<file path="config.mk">
export PLATFORM = sky130hd
export DESIGN_NAME = fifo_write_arbiter
export DESIGN_NICKNAME = d
export VERILOG_FILES = /design/src/rtl/fifo_write_arbiter.sv
export SDC_FILE = /design/constraint.sdc
export NUM_CORES = 1
export LEC_CHECK = 0
export ABC_AREA = 1
export CAP_MARGIN = 20
export CORE_MARGIN = 3
export CORE_UTILIZATION = 40
export DETAILED_ROUTE_END_ITERATION = 8
export PLACE_DENSITY = 0.88
export RECOVER_POWER = 25
export SETUP_SLACK_MARGIN = 0.15
export SLEW_MARGIN = 40
export SYNTH_ARGS = -nofsm -noshare
export SYNTH_HDL_FRONTEND = slang
export SYNTH_SLANG_ARGS = --single-unit
</file>
<file path="constraint.sdc">
create_clock -name pclk -period 3.6 [get_ports pclk]
set_input_delay 0.72 -clock pclk [delete_from_list [all_inputs] [get_ports pclk]]
set_output_delay 0.72 -clock pclk [all_outputs]
set_load 0.02 [all_outputs]
</file>
<file path="src/rtl/fifo_write_arbiter.sv">
// fifo_write_arbiter
//   Round-robin arbiter that shares the single write port of the pclk-side
//   async FIFO between NREQ requesters. A grant covers a whole packet. It is
//   held until the requester marks req_last, or until MAX_BURST words have
//   been pushed. This keeps CONFIG/DATA word pairs of one channel contiguous.
//
// Ports
//   pclk, preset_n   write-side clock, async active-low reset
//   arb_en           1 = new grants allowed; 0 = finish current packet, then hold
//   req_valid        per-requester word available
//   req_last         per-requester: current word ends the packet
//   req_data         requester i word at [i*DW +: DW]
//   req_ready        word of requester i consumed this cycle
//   fifo_write_full  FIFO full, blocks the push the same cycle
//   fifo_write_data  word to FIFO (zero when not pushing)
//   fifo_write_inc   FIFO push strobe
//   grant_id         granted requester index (meaningful while busy)
//   busy             a packet grant is held
//   word_cnt         total words pushed, free-running wrap

module fifo_write_arbiter #(
    parameter int unsigned NREQ      = 4,
    parameter int unsigned DW        = 34,
    parameter int unsigned MAX_BURST = 8,
    parameter int unsigned GW        = 2
) (
    input  logic               pclk,
    input  logic               preset_n,
    input  logic               arb_en,
    input  logic [NREQ-1:0]    req_valid,
    input  logic [NREQ-1:0]    req_last,
    input  logic [NREQ*DW-1:0] req_data,
    output logic [NREQ-1:0]    req_ready,
    input  logic               fifo_write_full,
    output logic [DW-1:0]      fifo_write_data,
    output logic               fifo_write_inc,
    output logic [GW-1:0]      grant_id,
    output logic               busy,
    output logic [15:0]        word_cnt
);

    typedef enum logic {
        IDLE   = 1'b0,
        LOCKED = 1'b1
    } state_e;

    state_e        state_q;
    logic [GW-1:0] grant_q;
    logic [GW-1:0] rr_ptr_q;
    logic [7:0]    burst_q;
    logic [15:0]   word_cnt_q;

    logic [DW-1:0] req_word [NREQ];
    logic          pick_found_d;
    logic [GW-1:0] pick_idx_d;
    logic [GW-1:0] cand_d;
    logic          xfer_d;
    logic          pkt_end_d;

    genvar gi;
    generate
        for (gi = 0; gi < NREQ; gi++) begin : g_req
            assign req_word[gi]  = req_data[gi*DW +: DW];
            assign req_ready[gi] = busy && (grant_q == GW'(gi)) && !fifo_write_full;
        end
    endgenerate

    // Round-robin search starting at rr_ptr; the first valid requester wins.
    always_comb begin
        pick_found_d = 1'b0;
        pick_idx_d   = '0;
        cand_d       = '0;
        for (int unsigned k = 0; k < NREQ; k++) begin
            cand_d = GW'((32'(rr_ptr_q) + k) % NREQ);
            if (!pick_found_d && req_valid[cand_d]) begin
                pick_found_d = 1'b1;
                pick_idx_d   = cand_d;
            end
        end
    end

    assign busy            = (state_q == LOCKED);
    assign xfer_d          = busy && req_valid[grant_q] && !fifo_write_full;
    assign pkt_end_d       = req_last[grant_q] || (burst_q == 8'(MAX_BURST - 1));
    assign fifo_write_inc  = xfer_d;
    assign fifo_write_data = xfer_d ? req_word[grant_q] : '0;
    assign grant_id        = grant_q;
    assign word_cnt        = word_cnt_q;

    always_ff @(posedge pclk or negedge preset_n) begin
        if (!preset_n) begin
            state_q    <= IDLE;
            grant_q    <= '0;
            rr_ptr_q   <= '0;
            burst_q    <= '0;
            word_cnt_q <= '0;
        end else begin
            case (state_q)
                IDLE: begin
                    if (arb_en && pick_found_d) begin
                        grant_q <= pick_idx_d;
                        burst_q <= '0;
                        state_q <= LOCKED;
                    end
                end
                LOCKED: begin
                    if (xfer_d) begin
                        burst_q    <= burst_q + 8'd1;
                        word_cnt_q <= word_cnt_q + 16'd1;
                        // Serviced requester drops to lowest priority.
                        if (pkt_end_d) begin
                            rr_ptr_q <= (grant_q == GW'(NREQ - 1)) ? '0 : grant_q + 1'b1;
                            state_q  <= IDLE;
                        end
                    end
                end
                default: state_q <= IDLE;
            endcase
        end
    end

endmodule

</file>
; ---- Yosys cells after proc, flatten, opt, wreduce, memory -nomap -nowiden
; Index checks and enable logic that the tools add are counted.
[op_classes]
n_reduce_logical = 24
bitwise = 2
eq_ne = 6
n_lt_le_gt_ge = 6
add_sub_neg = 6
mux = 32
[op_table]
columns = operator, count
row1 = $mux 34, 3
row2 = $bmux 34 s2, 1
row3 = $add 16x1->16 const B, 1
row4 = $mux 8, 2
row5 = $pmux 8 s2, 1
row6 = $lt 2x3->1 const B, 5
row7 = $logic_and 1x1->1, 14
row8 = $mux 1, 13
row9 = $bmux 1 s2, 6
row10 = $mux 2, 5
row11 = $add 8x1->8 const B, 1
row12 = $eq 8x3->1 const B, 1
row13 = $reduce_and 2->1, 3
row14 = $add 2x1->2 const B, 2
row15 = $add 2x2->2 const B, 2
row16 = $eq 2x2->1 const B, 2
row17 = $logic_not 1->1, 4
row18 = $ge 3x3->1 const B, 1
row19 = $not 2->3, 1
row20 = $reduce_and 3->1, 1
row21 = $eq 2x1->1 const B, 1
row22 = $logic_not 2->1, 1
row23 = $ne 2x1->1 const B, 1
row24 = $ne 2x2->1 const B, 1
row25 = 3 further kinds, 3
[totals]
inputBits = 148
output_inout_bits = 58
ff_bits = 29

; ---- Depth between registers and ports, before layout
[depth]
ltp_word = 15
ltp_mapped = 12

; ---- Least setup slack after synthesis
; No wires, ideal clock.
[synth_timing]
path_kind = input to output
start = input port req_valid[1]
end = output port fifo_write_data[10]
n_path_buf = 2
setup_slack_ns = 1.158
arrival_time_ns = 1.722
cell_stages = 8
cell_sequence = inv_1 > nand2_1 > o211ai_1 > nand2_1 > nand2_2 > buf_4 > buf_2 > a21oi_1
[synth_via]
elab_chain_len = 5
[synth_rtl]
columns = element, line
row1 = from (decl), 30  ; input logic [NREQ-1:0] req_valid,
row2 = $bmux 1 s2, 83  ; assign xfer_d = busy && req_valid[grant_q] && !fifo_write_full;
row3 = $mux 1 (not written as such), 83
row4 = $logic_and 1x1->1 (2 in series), 83
row5 = $mux 34, 86  ; assign fifo_write_data = xfer_d ? req_word[grant_q] : '0;
row6 = to (decl), 35  ; output logic [DW-1:0] fifo_write_data,
; Every way passes these cells. The select of a mux whose other input is x is not followed.

; ---- Worst setup path in the final report
[layout_timing]
start = input port req_valid[3]
end = output port fifo_write_data[12]
; The elaborated chain is that of the path after synthesis.

==> results.sh <==
export IMPL_worst_path_max_delay_cell="clkdlybuf4s50_1"
export IMPL_cp_max_fo=59
export IMPL_drive_gt1_share_pct=4.527
export IMPL_first_pass_iters=5
export IMPL_cts_clk_slew_worst_paths_ps=60
export IMPL_total_power_w=0.003084
export IMPL_dpl_hpwl_mm=10.04
export IMPL_min_path_type="flip-flop to flip-flop"
export IMPL_finalCritPeriodShare_pct=93.11
export IMPL_drt_drc_violations_left=0
export IMPL_grt_max_degree=67
export IMPL_cts_hold_repair_buffers=0
export IMPL_crit_required_ps=2880
export IMPL_violations="max-capacitance violations, max-slew violations"
export IMPL_core_area_sq_um=7370
export IMPL_crit_path_start_kind="primary input"
export IMPL_synth_cells=539
export IMPL_synth_area_sq_um=3097
export IMPL_num_rows=31
export IMPL_dpl_cell_count=820
export IMPL_grt_use_met3_pct=6.571
export IMPL_grt_pass1_wl_mm=19.88
export IMPL_p_per_area_nw_per_um2=578.1
export IMPL_avgSynthCellArea_sq_um=5.745
export IMPL_final_nets=882
export IMPL_cts_repair_resized=0
export IMPL_initial_core_util_pct=42.02
export IMPL_synth_most_common_cell="nor2_1"
export IMPL_cts_tree="yes"
export IMPL_diodes=0
export IMPL_drt_iter0_drc=186
export IMPL_synth_top_area_cell="dfrtp_1"
export IMPL_synth_ff_type="dfrtp_1"
export IMPL_use_met2_pct=48.67
export IMPL_synth_edf_count=0
export IMPL_tightest_slew_ps=1559
export IMPL_postCtsSetupBuffers=0
export IMPL_cap_violations=1
export IMPL_drv_slew=30
export IMPL_hold_viol=0
export IMPL_ios=206
export IMPL_antenna_found_initial=1
export IMPL_synth_seq_area_share_pct=23.43
export IMPL_grt_usage_pct=27.95
export IMPL_critPathKind="primary input to primary output"
export IMPL_synthToLayoutAreaGrowth_pct=72.28
export IMPL_clock_latency_ps=280
export IMPL_finalSetupViolations=0
export IMPL_relSlewSlack_pct=-3.946
export IMPL_fin_setup_tns_ps=0
export IMPL_port_buffers=205
export IMPL_numCtsBuffers=5
export IMPL_syn_nets=693
export IMPL_worstPathArrival_ps=2630
export IMPL_vias=4240
export IMPL_dieArea_sq_um=8833
export IMPL_synthTopCellsByArea="dfrtp_1 (23%), nor2_1 (19%), o21ai_0 (11%), nand2_1 (11%), a21oi_1 (6.1%)"
export IMPL_critPathCaptureType="primary output"
export IMPL_yosys_warnings=0
export IMPL_finalNonFillerCells=828
export IMPL_crit_chain="clkdlybuf4s50_1 -> inv_1 -> nand2_1 -> o211ai_1 -> nand2_1 -> nand2_2 -> buf_12 -> a21oi_1 -> clkdlybuf4s50_1"
export IMPL_min_period_ps=3352
export IMPL_grt_overflow_total=0
export IMPL_synth_top_cells_by_count="nor2_1 (156), nand2_1 (89), o21ai_0 (67), a21oi_1 (38)"
export IMPL_cts_root_buf="clkbuf_8"
export IMPL_grt_pass1_vias=4001
export IMPL_synth_top_area_share_pct=23.43
export IMPL_power_leakage_nw=2.366
export IMPL_async_flop_share_pct=100.0
export IMPL_drtAntennaViolNets=0
export IMPL_run_status="finished with violations"
export IMPL_wl_per_cell_um=15.53
export IMPL_crit_buf_inv=4
export IMPL_rsz0062_at_grt="no"
export IMPL_cts_max_path_buffers=2
export IMPL_path_delay_family="buffers and inverters"
export IMPL_synth_distinct_cells=29
export IMPL_skew_ps=8.238
export IMPL_critPathMaxStageDelay_ps=620
export IMPL_cts_sinks=29
export IMPL_gp_congestion=0.9421
export IMPL_ys_ff_latch=29
export IMPL_top_usage_layer="met2"
export IMPL_die_h_um=93.99
export IMPL_h_tree_depth=2
export IMPL_peakVddDrop_mv=0.4589
export IMPL_routed_via_density=5.121
export IMPL_routed_wirelength_mm=12.86
export IMPL_met1_usage_pct=33.76
export IMPL_max_freq_mhz=298.3
export IMPL_die_x_um=93.99
-- flip-flops by register name, indices dropped and copies added (netlist names) --
signal / cells
word_cnt: 16
burst_q: 8
grant_id: 2
rr_ptr_q: 2
busy: 1
-- cells by family after synthesis --
kind of cell             after synthesis  share of synthesized area, %
buffers and inverters                 65                         9.576
flip-flops                            29                         23.43
adder cells (fa/ha/maj)                6                         2.424
AND/OR/NAND/NOR                      304                         40.73
XOR/XNOR                              15                         4.242
AO/OA/AOI/OAI                        120                         19.60
-- layer usage --
metal  routed length, um  up-vias
met5                  13        -
met4                 428        2
met3                1113       35
met2                6437      167
met1                4868     1916
li1                    -     2120
-- area by class of cell --
class                           instances  area (sq um)
Timing Repair Buffer                  213          2158
Multi-Input combinational cell        445          2074
Fill cell                             605          2034
Sequential cell                        29         726.9
Inverter                               34         135.1
Tap cell                               99         123.9
Clock buffer                            7         86.33
Clock inverter                          1         30.03
-- metrics by stage --
step           area (sq um)  setup slack, ps  utilization [%]  hold slack (ps)
4_1_cts                5326            218.4            72.28            552.7
6_report               5335            247.9            72.39            549.6
5_1_grt                5335            174.1            72.39            583.1
3_5_place_dp           5210            229.5            70.70            533.5
2_1_floorplan          3097             1158                -            424.4
3_3_place_gp           5210            328.5            70.70            512.8
-- layout by cell type (no fill, tap or decap), types with 5 or more instances in the layout --
cell type        instances
nand2_1                 89
dfrtp_1                 28
clkdlybuf4s50_1        199
o21ai_1                 12
nor2_1                 156
inv_1                   29
nand2_2                  9
clkbuf_8                 6
nor3_1                  11
xnor2_1                  5
xor2_1                  10
nand3_1                 27
dlymetal6s2s_1           5
o21ai_0                 67
ha_1                     6
a21oi_1                 38
-- power by group --
part           switching, W  leakage (nW)  total [W]  internal (W)
Clock              0.000122        0.0585   0.000348      0.000225
Combinational       0.00127          1.93    0.00217      0.000895
Sequential         0.000159         0.373   0.000567      0.000409
Total               0.00156          2.37    0.00308       0.00153
-- path summary, 6_finish.rpt --
| path | startpoint | end | slack (ps) | depth (start not counted) |
|---|---|---|---|---|
| max in group asynchronous | preset_n | grant_id[0] | 1230 | 2 |
| worst max register to register | grant_id[0] | word_cnt[6] | 1690 | 9 |
| worst min register to register | burst_q[1] | burst_q[1] | 550 | 2 |
| worst max-delay path | req_valid[3] | fifo_write_data[12] | 250 | 9 |
| min in group asynchronous | preset_n | word_cnt[4] | 1350 | 2 |
| worst min-delay path | burst_q[1] | burst_q[1] | 550 | 2 |
-- worst register-to-register path: cells and delay by family, from the launching register on --
kind / cells / cell delay [ps]
DFF: 1 / 660
buffers and inverters: 3 / 520
and+or+nand+nor: 4 / 410
xor gates and xnor gates: 1 / 150
AOI/OAI and AO/OA: 1 / 90
Power figures use the tool's default switching activity.
